`src/rtl/ss_pkg.sv`:
```
// Shared constants for the seven-segment scan controller.
// Segment patterns are active-high, bit0=a .. bit6=g.
package ss_pkg;

    localparam logic [6:0] SEG_OFF = 7'h00;

    // Prescaler value on which anodes are held off between slots
    localparam int GUARD_PRESC = 0;

    localparam logic [6:0] SEG_PAT [16] = '{
        7'h3F, 7'h06, 7'h5B, 7'h4F,
        7'h66, 7'h6D, 7'h7D, 7'h07,
        7'h7F, 7'h6F, 7'h77, 7'h7C,
        7'h39, 7'h5E, 7'h79, 7'h71
    };

endpackage

```
`src/rtl/seg7_decode.sv`:
```
// Combinational hex nibble to seven-segment pattern decoder.
// Purely a table lookup into the shared pattern constants.
module seg7_decode
    import ss_pkg::*;
(
    input  logic [3:0] nib,
    output logic [6:0] seg
);

    assign seg = SEG_PAT[nib];

endmodule

```
`src/rtl/ss_scan_ctrl.sv`:
```
// Multiplexed seven-segment scan controller with frame-synchronous value update.
// Define SS_LZB_EN to enable leading-zero blanking.
module ss_scan_ctrl
    import ss_pkg::*;
#(
    parameter int NUM_DIGITS  = 4,
    parameter int REFRESH_DIV = 50000
) (
    input  logic                    clk,
    input  logic                    rst_n,
    input  logic                    load,
    input  logic [4*NUM_DIGITS-1:0] value,
    input  logic [NUM_DIGITS-1:0]   blank_mask,
    output logic                    ready,
    output logic [6:0]              seg,
    output logic [NUM_DIGITS-1:0]   an,
    output logic                    frame_tick
);

    localparam int IW = (NUM_DIGITS > 1) ? $clog2(NUM_DIGITS) : 1;
    localparam int PW = $clog2(REFRESH_DIV);

    logic [PW-1:0]           presc;
    logic [IW-1:0]           idx;
    logic [4*NUM_DIGITS-1:0] disp;
    logic [4*NUM_DIGITS-1:0] pend;
    logic                    pend_v;

    logic                    tc;
    logic                    fb;
    logic [3:0]              nib;
    logic [6:0]              dec_seg;
    logic                    lzb;
    logic                    blank;
    logic [6:0]              seg_nxt;
    logic [NUM_DIGITS-1:0]   an_nxt;

    assign tc    = (presc == PW'(REFRESH_DIV - 1));
    assign fb    = tc && (idx == IW'(NUM_DIGITS - 1));
    assign nib   = disp[{idx, 2'b00} +: 4];
    assign ready = ~pend_v;

    seg7_decode u_dec (
        .nib (nib),
        .seg (dec_seg)
    );

`ifdef SS_LZB_EN
    logic [IW-1:0] msd;

    // Highest nonzero nibble; digit 0 stays lit even for an all-zero value
    always_comb begin
        msd = '0;
        for (int i = 1; i < NUM_DIGITS; i++) begin
            if (disp[4*i +: 4] != 4'h0) msd = IW'(i);
        end
    end

    assign lzb = (idx > msd);
`else
    assign lzb = 1'b0;
`endif

    assign blank = blank_mask[idx] | lzb;

    always_comb begin
        seg_nxt = dec_seg;
        an_nxt  = '0;
        if (blank) seg_nxt = SEG_OFF;
        if (presc != PW'(GUARD_PRESC)) begin
            an_nxt = {{(NUM_DIGITS-1){1'b0}}, 1'b1} << idx;
        end
    end

    always_ff @(posedge clk) begin
        if (!rst_n) begin
            presc      <= '0;
            idx        <= '0;
            disp       <= '0;
            pend       <= '0;
            pend_v     <= 1'b0;
            seg        <= SEG_OFF;
            an         <= '0;
            frame_tick <= 1'b0;
        end else begin
            presc      <= tc ? '0 : presc + 1'b1;
            seg        <= seg_nxt;
            an         <= an_nxt;
            frame_tick <= fb;
            if (tc) begin
                idx <= (idx == IW'(NUM_DIGITS - 1)) ? '0 : idx + 1'b1;
            end
            // A load landing on the boundary bypasses pending (latest wins)
            if (fb) begin
                pend_v <= 1'b0;
                if (load)        disp <= value;
                else if (pend_v) disp <= pend;
            end else if (load) begin
                pend   <= value;
                pend_v <= 1'b1;
            end
        end
    end

endmodule

```
`config.mk`:
```
export PLATFORM = sky130hd
export DESIGN_NAME = ss_scan_ctrl
export DESIGN_NICKNAME = d
export VERILOG_FILES = /design/src/rtl/ss_pkg.sv /design/src/rtl/seg7_decode.sv /design/src/rtl/ss_scan_ctrl.sv
export SDC_FILE = /design/constraint.sdc
export NUM_CORES = 1
export LEC_CHECK = 0
export ABC_CLOCK_PERIOD_IN_PS = 3700
export CAP_MARGIN = 40
export CORE_UTILIZATION = 45
export CTS_CLUSTER_DIAMETER = 120
export DETAILED_ROUTE_END_ITERATION = 16
export HOLD_SLACK_MARGIN = 0.08
export PLACE_DENSITY = 0.66
export SYNTH_ARGS = -nofsm -noshare
export SYNTH_HDL_FRONTEND = slang
export SYNTH_HIERARCHICAL = 1
export SYNTH_SLANG_ARGS = --single-unit
export TNS_END_PERCENT = 1
```
`constraint.sdc`:
```
create_clock -name clk -period 3.7 [get_ports clk]
set_clock_uncertainty 0.2 [all_clocks]
set_input_delay 0.555 -clock clk [delete_from_list [all_inputs] [get_ports clk]]
set_output_delay 0.555 -clock clk [all_outputs]
set_load 0.03 [all_outputs]
```
==> Yosys cells after proc, flatten, opt, wreduce, memory -nomap -nowiden <==
Memories as Yosys holds them, arrays and structs flattened. A register that Yosys moved wholly into a read port is not among the register bits.
Cells that the tools add are included.
{ "op_classes": {"reduce_logical": 9, "n_addsub": 2, "bitwise_logic": 4, "order_cmp": 1, "n_eq_ne": 2, "n_shift": 2, "muxes": 5} }
{ "op_table": {"columns": ["cell", "n"], "rows": [
  ["16-bit 2-to-1 mux", 2],
  ["16-bit by 1-bit adder with 16-bit output (second input constant)", 1],
  ["16-bit equality test (second input constant)", 1],
  ["16-bit nonzero test", 1],
  ["16-bit by 5-bit indexed part select with 4-bit output", 1],
  ["2-bit AND reduction", 3],
  ["2-bit OR reduction", 3],
  ["4-bit inverter with 5-bit output", 1],
  ["1-bit by 2-bit left shift with 4-bit output (first input constant)", 1],
  ["2-bit by 3-bit less-than comparator with 1-bit output (second input constant)", 1],
  ["1-bit inverter", 3],
  ["2-bit by 1-bit adder with 2-bit output (second input constant)", 1],
  ["1-bit binary-select mux with 2-bit select", 1],
  ["2-bit equality test (second input constant)", 1],
  ["2-bit 2-to-1 mux", 1],
  ["2-bit nonzero test", 1],
  ["1-bit logical AND", 1],
  ["1-bit 2-to-1 mux", 1]
]} }
{ "totals": {"out_inout_bits": 13, "rom_bits": 112, "inputBits": 23, "n_memories": 1, "register_bits": 56} }
{ "mem_list": {"columns": ["name", "depth", "width", "read_ports", "rd_clocked_by_memory_dff", "wr", "line", "rtl"], "rows": [
  ["(name not given)", 16, 7, 1, 1, 0, "seg7_decode.sv:10", "assign seg = SEG_PAT[nib];"]
]} }

==> Logic depth before layout (Yosys ltp) <==
Gate-level depths: netlist of run 1.
{ "depth": {"depth_word": 4, "depth_mapped": 7} }

==> Hierarchy <==
The synthesis of run 1 kept the hierarchy.
{ "by_module_without_submodules": {"columns": ["mod", "n_inst", "area_each_um2", "cells_per_inst"], "rows": [
  ["ss_scan_ctrl", 1, 2805.2, 292],
  ["seg7_decode", 1, 294.0, 33]
]} }

==> Least setup slack after synthesis of run 1 <==
OpenSTA, ideal clock, no wires.
{ "synth_path": {"path_kind": "register to register", "start": "reg idx[0]", "end": "reg seg[3]", "stages_incl_launch_ff": 8, "arrival_time_ps": 2027, "synth_period_minus_slack_ps": 2342, "setup_slack_ps": 1358, "setup_ps": 115, "required_time_ps": 3385, "path_cell_list": "dfxtp_1 > buf_4 > mux4_2 > inv_1 > ha_1 > inv_1 > mux4_1 > and2_1"} }
{ "synth_lines": {"columns": ["item", "line", "rtl"], "rows": [
  ["start, declared", "ss_scan_ctrl.sv:24", "logic [IW-1:0] idx;"],
  ["start signal, assigned", "ss_scan_ctrl.sv:91", "idx <= (idx == IW'(NUM_DIGITS - 1)) ? '0 : idx + 1'b1;"],
  ["16-bit by 5-bit indexed part select with 4-bit output", "ss_scan_ctrl.sv:40", "assign nib = disp[{idx, 2'b00} +: 4];"],
  ["net nib[1]", "ss_scan_ctrl.sv:31", "logic [3:0] nib;"],
  ["4-bit inverter with 5-bit output (implied by the code)", "seg7_decode.sv:10", null],
  ["end, declared", "ss_scan_ctrl.sv:15", "output logic [6:0] seg,"]
]} }
The timed path passes the listed nets, and every way through them passes these cells. The select of a mux whose other input is x is not followed.
A chain may end at the register's enable or synchronous reset.

==> Worst setup path in the final report of run 1 <==
Ends and elaborated chain as after synthesis.

==> results.py, run 1 <==
metrics = {
    "synth": {
        "synth-edff-count": 0,
        "ys.flop_type": "dfxtp_1",
        "synthTopCellsByArea": "dfxtp_1 (41%), mux2i_1 (11%), a311oi_1 (4.5%)",
        "synth_seq_cells": 63,
        "synth_xor_area_share_pct": 3.11,
        "async_reset_ff_share_pct": 0,
        "synth_fa_ha_area_share_pct": 4.04,
        "syn-cell-area_mm2": 0.00310,
        "ys_seq_area_share_pct": 40.7,
        "ys_types": 45,
        "yosys.area.top_type": "dfxtp_1",
        "yosys_warnings": 6,
        "synth-simple-area-share_pct": 16.4,
        "synth_top_family_by_area": "multiplexers",
        "synth_cells": 325,
        "syn-num-nets": 358,
        "muxShareOfSynthArea_pct": 17.0,
        "postSynthAreaPerCell_um2": 9.54,
        "yosysTopAreaCellShare_pct": 40.7,
        "synth_compound_area_share_pct": 13.1,
    },
    "setup_path": {
        "critical_path_class": "flop to flop",
        "arrival_ns": 2.70,
        "worstSetupPathDepth": 6,
        "slowest_stage": "dfxtp_1",
        "required_ns": 3.73,
        "path_max_fanout": 11,
        "path_buf_inv": 2,
        "path_cells": "mux4_2 > inv_1 > ha_1 > inv_1 > mux4_1 > and2_1",
        "reg2reg_depth": 6,
        "critPathCaptureType": "flop",
        "start_kind": "flop",
        "crit_top_cell": "inv_1",
        "crit_family": "multiplexers",
        "critical-path-max-stage-delay_ns": 0.63,
    },
    "final_layout": {
        "drive_gt1_share_pct": 10.6,
        "design_area_mm2": 0.00367,
        "final_cells": 435,
        "fill_cells": 584,
        "num_antenna_cells": 0,
        "fin_nets": 388,
        "seq_area_mm2": 0.00126,
        "multi_input_area_mm2": 0.00167,
        "area_delta_synth_final_pct": 18.5,
    },
    "drt": {
        "drc_errors": 0,
        "viasPerCell": 5.60,
        "antenna_left": 0,
        "vias": 2434,
        "drt_iter0_drc": 162,
        "drt-wirelength-per-cell_um": 14.3,
        "routed_wl_um": 6240,
        "drtPass1Iterations": 4,
    },
    "sta": {
        "worst_slew_pin_slew_ns": 0.919,
        "maxSlewViolCount": 0,
        "slew_headroom_pct": 38.7,
        "setup_violations": 0,
        "fin_crit_ns": 2.67,
        "clock.fmax_mhz": 374,
        "rsz0062_at_grt": "false",
        "fin_crit_sh_pct": 72.2,
        "fin_setup_tns_ns": 0,
        "hold_violations": 0,
    },
    "hold_path": {
        "hp-class": "flop to flop",
        "whs_path_depth": 2,
    },
    "grt": {
        "grt_pass1_wl_um": 10500,
        "grt_start_max_net_pins": 30,
        "antenna_found_initial": 0,
        "track_usage_pct": 18.5,
        "globalRouteOverflowTotal": 0,
        "grt_pass1_vias": 2161,
    },
    "floorplanning": {
        "rows": 29,
        "start_util_pct": 47.7,
        "core_area_mm2": 0.00649,
        "io_pins": 36,
        "die_h_um": 85.0,
        "die_w_um": 85.0,
        "die_area_mm2": 0.00722,
    },
    "place": {
        "portBuffers": 35,
        "dp.cells": 421,
        "post-dp-hpwl_um": 4360,
        "gp_congestion": 0.772,
        "postPlaceCellArea_mm2": 0.00349,
    },
    "status": {
        "status": "completed",
    },
    "clock_network": {
        "cts_tree": "built",
        "htreeDepth": 3,
        "cts-root-buf": "clkbuf_8",
        "ctsLongestPathBuffers": 2,
        "cts-resized-gates": 0,
        "clk_pin_slew_ns": 0.07,
        "cts_buffers": 9,
        "holdBufCountCts": 0,
        "post_cts_buffers": 0,
        "cts.sinks": 63,
        "clk_latency_ns": 0.33,
    },
    "power": {
        "power_leakage_nw": 1.35,
        "vdd_ir_drop_max_v": 0.000208,
        "p_total_mw": 1.39,
        "power_density_mw_per_mm2": 379,
    },
    "run": {
        "cap_viol_max_count": 0,
    },
}
Yosys cell counts, drive strengths merged (7+ instances only):
| library cell | count |
|---|---|
| nand3 | 7 |
| nor3 | 7 |
| a31oi | 17 |
| mux2i | 34 |
| a311oi | 16 |
| dfxtp | 63 |
| and2 | 7 |
| xnor2 | 8 |
| nor2 | 21 |
| clkbuf | 17 |
| nand2 | 37 |
| inv | 17 |
| ha | 10 |
sequential cells by signal, indices dropped and copies added (netlist names):
register	count
presc	16
seg	7
frame_tick	1
an	4
pend_v	1
idx	2
pend	16
disp	16
worst reg2reg max path, stage by stage (launching register included):
cell and delay [ns]:
dfxtp_1 0.63, mux4_2 0.63, inv_1 0.18, ha_1 0.26, inv_1 0.06, mux4_1 0.47
and2_1 0.14
worst paths after layout:
kind	slack (ns)	startpoint	endpoint
max	1.03	idx[0]$_SDFFE_PN0N_	seg[3]$_SDFF_PP0_
min	0.25	pend[14]$_SDFFE_PN0P_	pend[14]$_SDFFE_PN0P_
max reg2reg	1.03	idx[0]$_SDFFE_PN0N_	seg[3]$_SDFF_PP0_
min reg2reg	0.25	pend[14]$_SDFFE_PN0P_	pend[14]$_SDFFE_PN0P_
cells by family (layout without fill, tap and decap cells):
| kind of cell | after synthesis | in the layout |
|---|---|---|
| xor gates and xnor gates | 11 | 11 |
| AOI/OAI and AO/OA | 55 | 55 |
| buffers and inverters | 40 | 73 |
| adders and majority gates | 10 | 10 |
| DFF | 63 | 63 |
| and+or+nand+nor | 102 | 102 |
| muxes | 44 | 44 |
layer usage:
layer  routed length (um)  GRT usage, %  up-vias
met4                   81          7.40        0
met1                 3080          25.3     1143
met3                  232          3.70        7
met2                 2850          28.7       50
li1                     -             -     1234
met5                    0             0        -
power breakdown:
part	total, mW	switching, mW	leakage (nW)	internal (mW)
logic	0.118	0.0597	0.748	0.0582
registers	0.708	0.0107	0.513	0.697
clock network	0.568	0.245	0.0896	0.323
final cells by class:
class,instances,area share (%)
multi-input cells,222,45.5
flip-flops and latches,63,34.3
repair buffers,42,11.0
clock buffers,13,4.05
well taps,77,2.62
inverters,17,1.74
clock inverters,1,0.817
through the flow:
step | setup slack (ns) | util [%] | hold slack [ns]
floorplan | 1.36 | - | 0.234
finish | 1.03 | 56.6 | 0.254
global route | 0.821 | 56.6 | 0.276
global placement | 1.05 | 53.8 | 0.241
detailed placement | 1.00 | 53.8 | 0.246
CTS | 1.00 | 56.6 | 0.258
cell usage in the layout, fill, tap and decap left out, drive strengths merged:
| master | count |
|---|---|
| bufinv | 1 |
| xnor2 | 8 |
| nand4 | 5 |
| o41ai | 1 |
| or3b | 1 |
| nand3 | 7 |
| buf | 7 |
| a22oi | 2 |
| xor2 | 3 |
| nor2b | 2 |
| clkdlybuf4s50 | 35 |
| mux2 | 4 |
| dfxtp | 63 |
| nand2 | 37 |
| o31ai | 3 |
| mux4 | 6 |
| and3 | 2 |
| a21o | 1 |
| or3 | 2 |
| nor4 | 4 |
| and2 | 7 |
| or2 | 2 |
| a21oi | 6 |
| o21a | 1 |
| o21ai | 6 |
| a311oi | 16 |
| mux2i | 34 |
| o311ai | 1 |
| inv | 17 |
| or4 | 5 |
| nor3 | 7 |
| nor2 | 21 |
| ha | 10 |
| a31oi | 17 |
| a221oi | 1 |
| clkbuf | 13 |
No activity file was read; power rests on OpenSTA's default activity.
==> inputs of run 2 (changes only) <==
--- a/config.mk
+++ b/config.mk
@@ -5,13 +5,13 @@
 export SDC_FILE = /design/constraint.sdc
 export NUM_CORES = 1
 export LEC_CHECK = 0
-export ABC_CLOCK_PERIOD_IN_PS = 3700
+export ABC_CLOCK_PERIOD_IN_PS = 2400
 export CAP_MARGIN = 40
 export CORE_UTILIZATION = 45
 export CTS_CLUSTER_DIAMETER = 120
 export DETAILED_ROUTE_END_ITERATION = 16
 export HOLD_SLACK_MARGIN = 0.08
-export PLACE_DENSITY = 0.66
+export PLACE_DENSITY = 0.69
 export SYNTH_ARGS = -nofsm -noshare
 export SYNTH_HDL_FRONTEND = slang
 export SYNTH_HIERARCHICAL = 1
==> constraint.sdc (replaced) <==
create_clock -name clk -period 2.4 [get_ports clk]
set_clock_uncertainty 0.2 [all_clocks]
set_input_delay 0.36 -clock clk [delete_from_list [all_inputs] [get_ports clk]]
set_output_delay 0.36 -clock clk [all_outputs]
set_load 0.03 [all_outputs]
==> results.py, run 2 (synthesis results as in run 1) <==
metrics = {
    "floorplanning": {
        "die_h_um": 85.0,
        "start_util_pct": 47.7,
        "die_w_um": 85.0,
        "core_area_mm2": 0.00649,
        "die_area_mm2": 0.00722,
        "io_pins": 36,
        "rows": 29,
    },
    "drt": {
        "drt_iter0_drc": 163,
        "wl_met3_um": 303,
        "met2_length_um": 2880,
        "drtPass1Iterations": 5,
        "drt-wirelength-per-cell_um": 14.6,
        "routed_wl_um": 6480,
        "drc_errors": 0,
        "antenna_left": 0,
        "wl_met1_um": 3160,
        "highest_layer": "met4",
        "viasPerCell": 5.61,
        "vias": 2497,
    },
    "sta": {
        "maxSlewViolCount": 0,
        "setup_violations": 0,
        "rsz0062_at_grt": "true",
        "fin_crit_ns": 2.33,
        "worst_slew_pin_slew_ns": 0.770,
        "clock.fmax_mhz": 429,
        "hold_violations": 0,
        "whs_ns": 0.257,
        "fin_crit_sh_pct": 97.1,
        "slew_headroom_pct": 48.7,
    },
    "status": {
        "status": "completed",
    },
    "setup_path": {
        "critical_path_class": "flop to flop",
        "start_kind": "flop",
        "reg2reg_depth": 6,
        "required_ns": 2.44,
        "regToRegEndpoint": "seg[3]$_SDFF_PP0_",
        "rrSetupSlack_ns": 0.07,
        "crit_path_end": "seg[3]$_SDFF_PP0_",
        "path_max_fanout": 5,
        "critPathCaptureType": "flop",
        "critPathLaunch": "idx[0]$_SDFFE_PN0N_",
        "r2r_start": "idx[0]$_SDFFE_PN0N_",
        "arrival_ns": 2.37,
    },
    "clock_network": {
        "cts-root-buf": "clkbuf_8",
        "holdBufCountCts": 0,
        "clk_latency_ns": 0.35,
        "cts_buffers": 9,
        "cts_tree": "built",
        "clk_pin_slew_ns": 0.07,
        "cts.sinks": 63,
        "ctsLongestPathBuffers": 2,
        "post_cts_buffers": 0,
        "htreeDepth": 3,
    },
    "power": {
        "power_density_mw_per_mm2": 583,
        "power_leakage_nw": 1.42,
        "vdd_ir_drop_max_v": 0.000251,
        "p_total_mw": 2.21,
    },
    "final_layout": {
        "drive_gt1_share_pct": 14.1,
        "fin_nets": 397,
        "area_delta_synth_final_pct": 22.2,
        "layout_common_cells": "dfxtp_1 (63), nand2_1 (37), clkdlybuf4s50_1 (35)",
        "final_cells": 445,
        "num_antenna_cells": 0,
        "top_regs": "disp x16, pend x16, presc x16",
        "mostFrequentLayoutCell": "dfxtp_1",
        "design_area_mm2": 0.00379,
    },
    "place": {
        "dp.cells": 430,
        "post-dp-hpwl_um": 4500,
        "portBuffers": 35,
        "gp_congestion": 0.788,
        "postPlaceCellArea_mm2": 0.00359,
    },
    "grt": {
        "track_usage_pct": 19.9,
        "globalRouteOverflowTotal": 0,
        "grt_start_max_net_pins": 33,
        "antenna_found_initial": 0,
        "grt_pass1_wl_um": 11200,
        "grt_pass1_vias": 2348,
    },
    "hold_path": {
        "hp-class": "flop to flop",
    },
    "run": {
        "cap_viol_max_count": 0,
    },
}
==> run 2: cell count changes in the layout (fill, tap and decap cells not counted) <==
cell and delta:
buf_4 +7, buf_12 +2, clkinv_2 +3, clkbuf_8 +1, clkbuf_1 -3, ha_2 +1, ha_1 -1
==> run 2: timing repair <==
action,in CTS,in global routing
gates resized for setup,0,1
setup endpoints to repair,0,2
hold endpoints to repair,0,0
==> run 2: worst min-delay path by stage <==
stage,depth (start not counted),to,slack (ns),start
final,2,pend[9]$_SDFFE_PN0P_,0.26,pend[9]$_SDFFE_PN0P_
after global routing,2,pend[2]$_SDFFE_PN0P_,0.27,pend[2]$_SDFFE_PN0P_
after CTS,2,pend[9]$_SDFFE_PN0P_,0.26,pend[9]$_SDFFE_PN0P_
after detailed placement,2,pend[8]$_SDFFE_PN0P_,0.25,pend[8]$_SDFFE_PN0P_
after global placement,2,pend[6]$_SDFFE_PN0P_,0.24,pend[6]$_SDFFE_PN0P_
after floorplan,2,pend[0]$_SDFFE_PN0P_,0.23,pend[0]$_SDFFE_PN0P_
==> run 2: stage by stage <==
step,setup TNS (ns),util [%],setup WS (ns)
CTS,0,58.3,0.0287
detailed placement,0,55.2,0.0486
global route,-0.0263,58.3,-0.0263
finish,0,58.3,0.0704
global placement,0,55.2,0.0919
floorplan,0,-,0.0583
==> run 2: layer usage <==
metal	global-route usage, %	vias up
met5	0	-
met4	9.71	0
met3	4.28	12
met2	30.3	71
met1	27.0	1160
li1	-	1254
==> run 2: report_power, final <==
part | internal, mW | leakage, nW | switching, mW | total [mW]
combinational | 0.0947 | 0.797 | 0.0928 | 0.188
sequential | 1.07 | 0.513 | 0.0159 | 1.09
clock | 0.525 | 0.105 | 0.405 | 0.930
==> run 2: worst max-delay path: stages (launching register included) <==
cell and delay (ns):
dfxtp_1 0.41, mux4_2 0.58, inv_1 0.13, ha_2 0.23, inv_1 0.06, mux4_1 0.48, and2_1 0.15
==> run 2: cell type report <==
| type | instances | area (um2) |
|---|---|---|
| Multi-Input combinational cell | 222 | 1670 |
| Tap cell | 77 | 96.3 |
| Clock buffer | 11 | 151 |
| Fill cell | 574 | 2710 |
| Clock inverter | 4 | 45.0 |
| Sequential cell | 63 | 1260 |
| Timing Repair Buffer | 51 | 495 |
| Inverter | 17 | 63.8 |
==> inputs of run 3 (changes only) <==
--- a/config.mk
+++ b/config.mk
@@ -5,13 +5,15 @@
 export SDC_FILE = /design/constraint.sdc
 export NUM_CORES = 1
 export LEC_CHECK = 0
-export ABC_CLOCK_PERIOD_IN_PS = 2400
+export ABC_CLOCK_PERIOD_IN_PS = 2700
 export CAP_MARGIN = 40
 export CORE_UTILIZATION = 45
+export CTS_BUF_LIST = sky130_fd_sc_hd__clkbuf_4
 export CTS_CLUSTER_DIAMETER = 120
 export DETAILED_ROUTE_END_ITERATION = 16
+export GPL_TIMING_DRIVEN = 0
 export HOLD_SLACK_MARGIN = 0.08
-export PLACE_DENSITY = 0.69
+export PLACE_DENSITY = 0.66
 export SYNTH_ARGS = -nofsm -noshare
 export SYNTH_HDL_FRONTEND = slang
 export SYNTH_HIERARCHICAL = 1
==> constraint.sdc (replaced) <==
create_clock -name clk -period 2.7 [get_ports clk]
set_clock_uncertainty 0.2 [all_clocks]
set_input_delay 0.405 -clock clk [delete_from_list [all_inputs] [get_ports clk]]
set_output_delay 0.405 -clock clk [all_outputs]
set_load 0.03 [all_outputs]
==> results.py, run 3 (synthesis results as in run 1) <==
metrics = {
    "grt": {
        "grt_start_max_net_pins": 11,
        "grt_use_met3_pct": 6.32,
        "globalRouteOverflowTotal": 0,
        "grt_pass1_vias": 2421,
        "grt_use_met1_pct": 25.9,
        "use_met2_pct": 30.6,
        "grt_pass1_wl_um": 11400,
        "antenna_found_initial": 0,
        "grt.busiest_layer": "met2",
        "track_usage_pct": 20.2,
    },
    "place": {
        "post-dp-hpwl_um": 4730,
        "gp_congestion": 0.828,
        "portBuffers": 33,
    },
    "clock_network": {
        "cts.sinks": 63,
        "cts_tree": "built",
        "post_cts_buffers": 0,
        "ctsLongestPathBuffers": 2,
        "clk_pin_slew_ns": 0.09,
        "cts_buffers": 9,
        "htreeDepth": 3,
        "cts-root-buf": "clkbuf_4",
        "clk_latency_ns": 0.41,
    },
    "power": {
        "power_density_mw_per_mm2": 459,
        "vdd_ir_drop_max_v": 0.000343,
        "switchingPower_mw": 0.414,
        "combPwrFrac_pct": 9.9,
        "power_leakage_nw": 1.34,
        "swShare_pct": 24.8,
        "p_total_mw": 1.67,
        "p_clk_share_pct": 32.2,
        "p_seq_share_pct": 57.9,
        "internal_power_mw": 1.26,
    },
    "status": {
        "status": "completed",
    },
    "sta": {
        "slew_headroom_pct": 53.5,
        "clock.fmax_mhz": 379,
        "setup_violations": 0,
        "hold_violations": 0,
        "maxSlewViolCount": 0,
        "worst_slew_pin_slew_ns": 0.697,
        "fin_crit_sh_pct": 97.7,
        "fin_crit_ns": 2.64,
        "rsz0062_at_grt": "true",
    },
    "final_layout": {
        "top_regs": "disp x16, pend x16, presc x16",
        "num_antenna_cells": 0,
        "area_delta_synth_final_pct": 17.4,
        "fin_nets": 403,
        "fill_cells": 593,
        "drive_gt1_share_pct": 11.2,
        "layout_common_cells": "dfxtp_1 (63), nand2_1 (37), mux2i_1 (34)",
        "post-route-util_pct": 56.0,
        "mostFrequentLayoutCell": "dfxtp_1",
    },
    "drt": {
        "vias": 2502,
        "viasPerCell": 5.55,
        "drt_iter0_drc": 183,
        "drt-wirelength-per-cell_um": 14.8,
        "drc_errors": 0,
        "drtPass1Iterations": 5,
        "antenna_left": 0,
        "routed_wl_um": 6660,
    },
    "setup_path": {
        "crit_family": "simple AND/OR/NAND/NOR gates",
        "start_kind": "flop",
        "path_cells": "ha_1 > nand3_1 > or4_4 > nor2_2 > buf_2 > a311oi_1",
        "required_ns": 2.76,
        "slowest_stage": "or4_4",
        "arrival_ns": 2.70,
        "path_max_fanout": 10,
        "critical-path-max-stage-delay_ns": 0.57,
        "critical_path_class": "flop to flop",
        "path_buf_inv": 1,
        "critPathCaptureType": "flop",
    },
    "floorplanning": {
        "die_h_um": 85.0,
        "io_pins": 36,
        "core_area_mm2": 0.00649,
        "die_area_mm2": 0.00722,
        "start_util_pct": 47.7,
        "die_w_um": 85.0,
        "rows": 29,
    },
    "run": {
        "cap_viol_max_count": 0,
    },
    "hold_path": {
        "hp-class": "input pin to flop",
    },
}
run 3: cell types whose count changed in the layout (fill, tap and decap cells not counted), moves of 2 or more:
cell | previous run | this run
clkbuf_4 | 0 | 13
clkdlybuf4s50_1 | 35 | 33
clkinv_2 | 3 | 1
clkbuf_2 | 0 | 2
buf_12 | 2 | 0
clkbuf_1 | 0 | 15
clkbuf_8 | 11 | 0
buf_4 | 14 | 3
buf_2 | 0 | 3
run 3: area by class of cell:
class | count | area (um2) | share of cell area, %
timing repair buffer | 34 | 335 | 9.22
inverter | 17 | 63.8 | 1.75
clock buffer | 13 | 97.6 | 2.68
tap | 77 | 96.3 | 2.65
multi-input combinational | 222 | 1670 | 45.8
sequential | 63 | 1260 | 34.7
buffer | 23 | 110 | 3.03
clock inverter | 2 | 8.76 | 0.241
run 3: final timing paths:
check | from | end | slack [ns] | depth (start not counted)
setup / recovery | presc[0]$_SDFF_PP0_ | disp[15]$_SDFFE_PN0P_ | 0.06 | 6
hold / removal | rst_n | pend[15]$_SDFFE_PN0P_ | 0.26 | 3
setup reg to reg | presc[0]$_SDFF_PP0_ | disp[15]$_SDFFE_PN0P_ | 0.06 | 6
hold reg to reg | pend[6]$_SDFFE_PN0P_ | pend[6]$_SDFFE_PN0P_ | 0.26 | 2
run 3: metal layers:
layer	up-vias	part of all wire, %
met5	-	0
met4	0	2.0
met3	13	6.9
met2	87	44
met1	1143	47
li1	1259	-
run 3: power groups by stage:
stage,Clock (mW),Combinational [mW],Sequential [mW]
floorplan,0,0.0836,1.00
global placement,0,0.164,0.988
detailed placement,0,0.166,0.989
CTS,0.558,0.166,0.967
global route,0.609,0.181,0.971
finish,0.537,0.165,0.967
run 3: per-stage QoR:
stage | cell area (um2) | cells | hold WS [ns] | setup WS, ns | setup TNS (ns)
after detailed placement | 3530 | 436 | 0.249 | 0.0845 | 0
after global placement | 3530 | 435 | 0.242 | 0.118 | 0
after floorplan | 3100 | 325 | 0.234 | 0.358 | 0
after global routing | 3640 | 451 | 0.277 | -0.0389 | -0.415
after CTS | 3640 | 451 | 0.240 | 0.0803 | 0
final | 3640 | 451 | 0.258 | 0.0625 | 0
run 3: worst reg2reg max path: stages (launching register included):
cell and delay, ns:
dfxtp_1 0.44, ha_1 0.26, nand3_1 0.21, or4_4 0.57, nor2_2 0.38, buf_2 0.30
a311oi_1 0.13
run 3: what timing repair did:
item,in CTS,in global routing
gates resized for setup,0,2
endpoints found under the setup margin,0,20
hold buffers,0,0
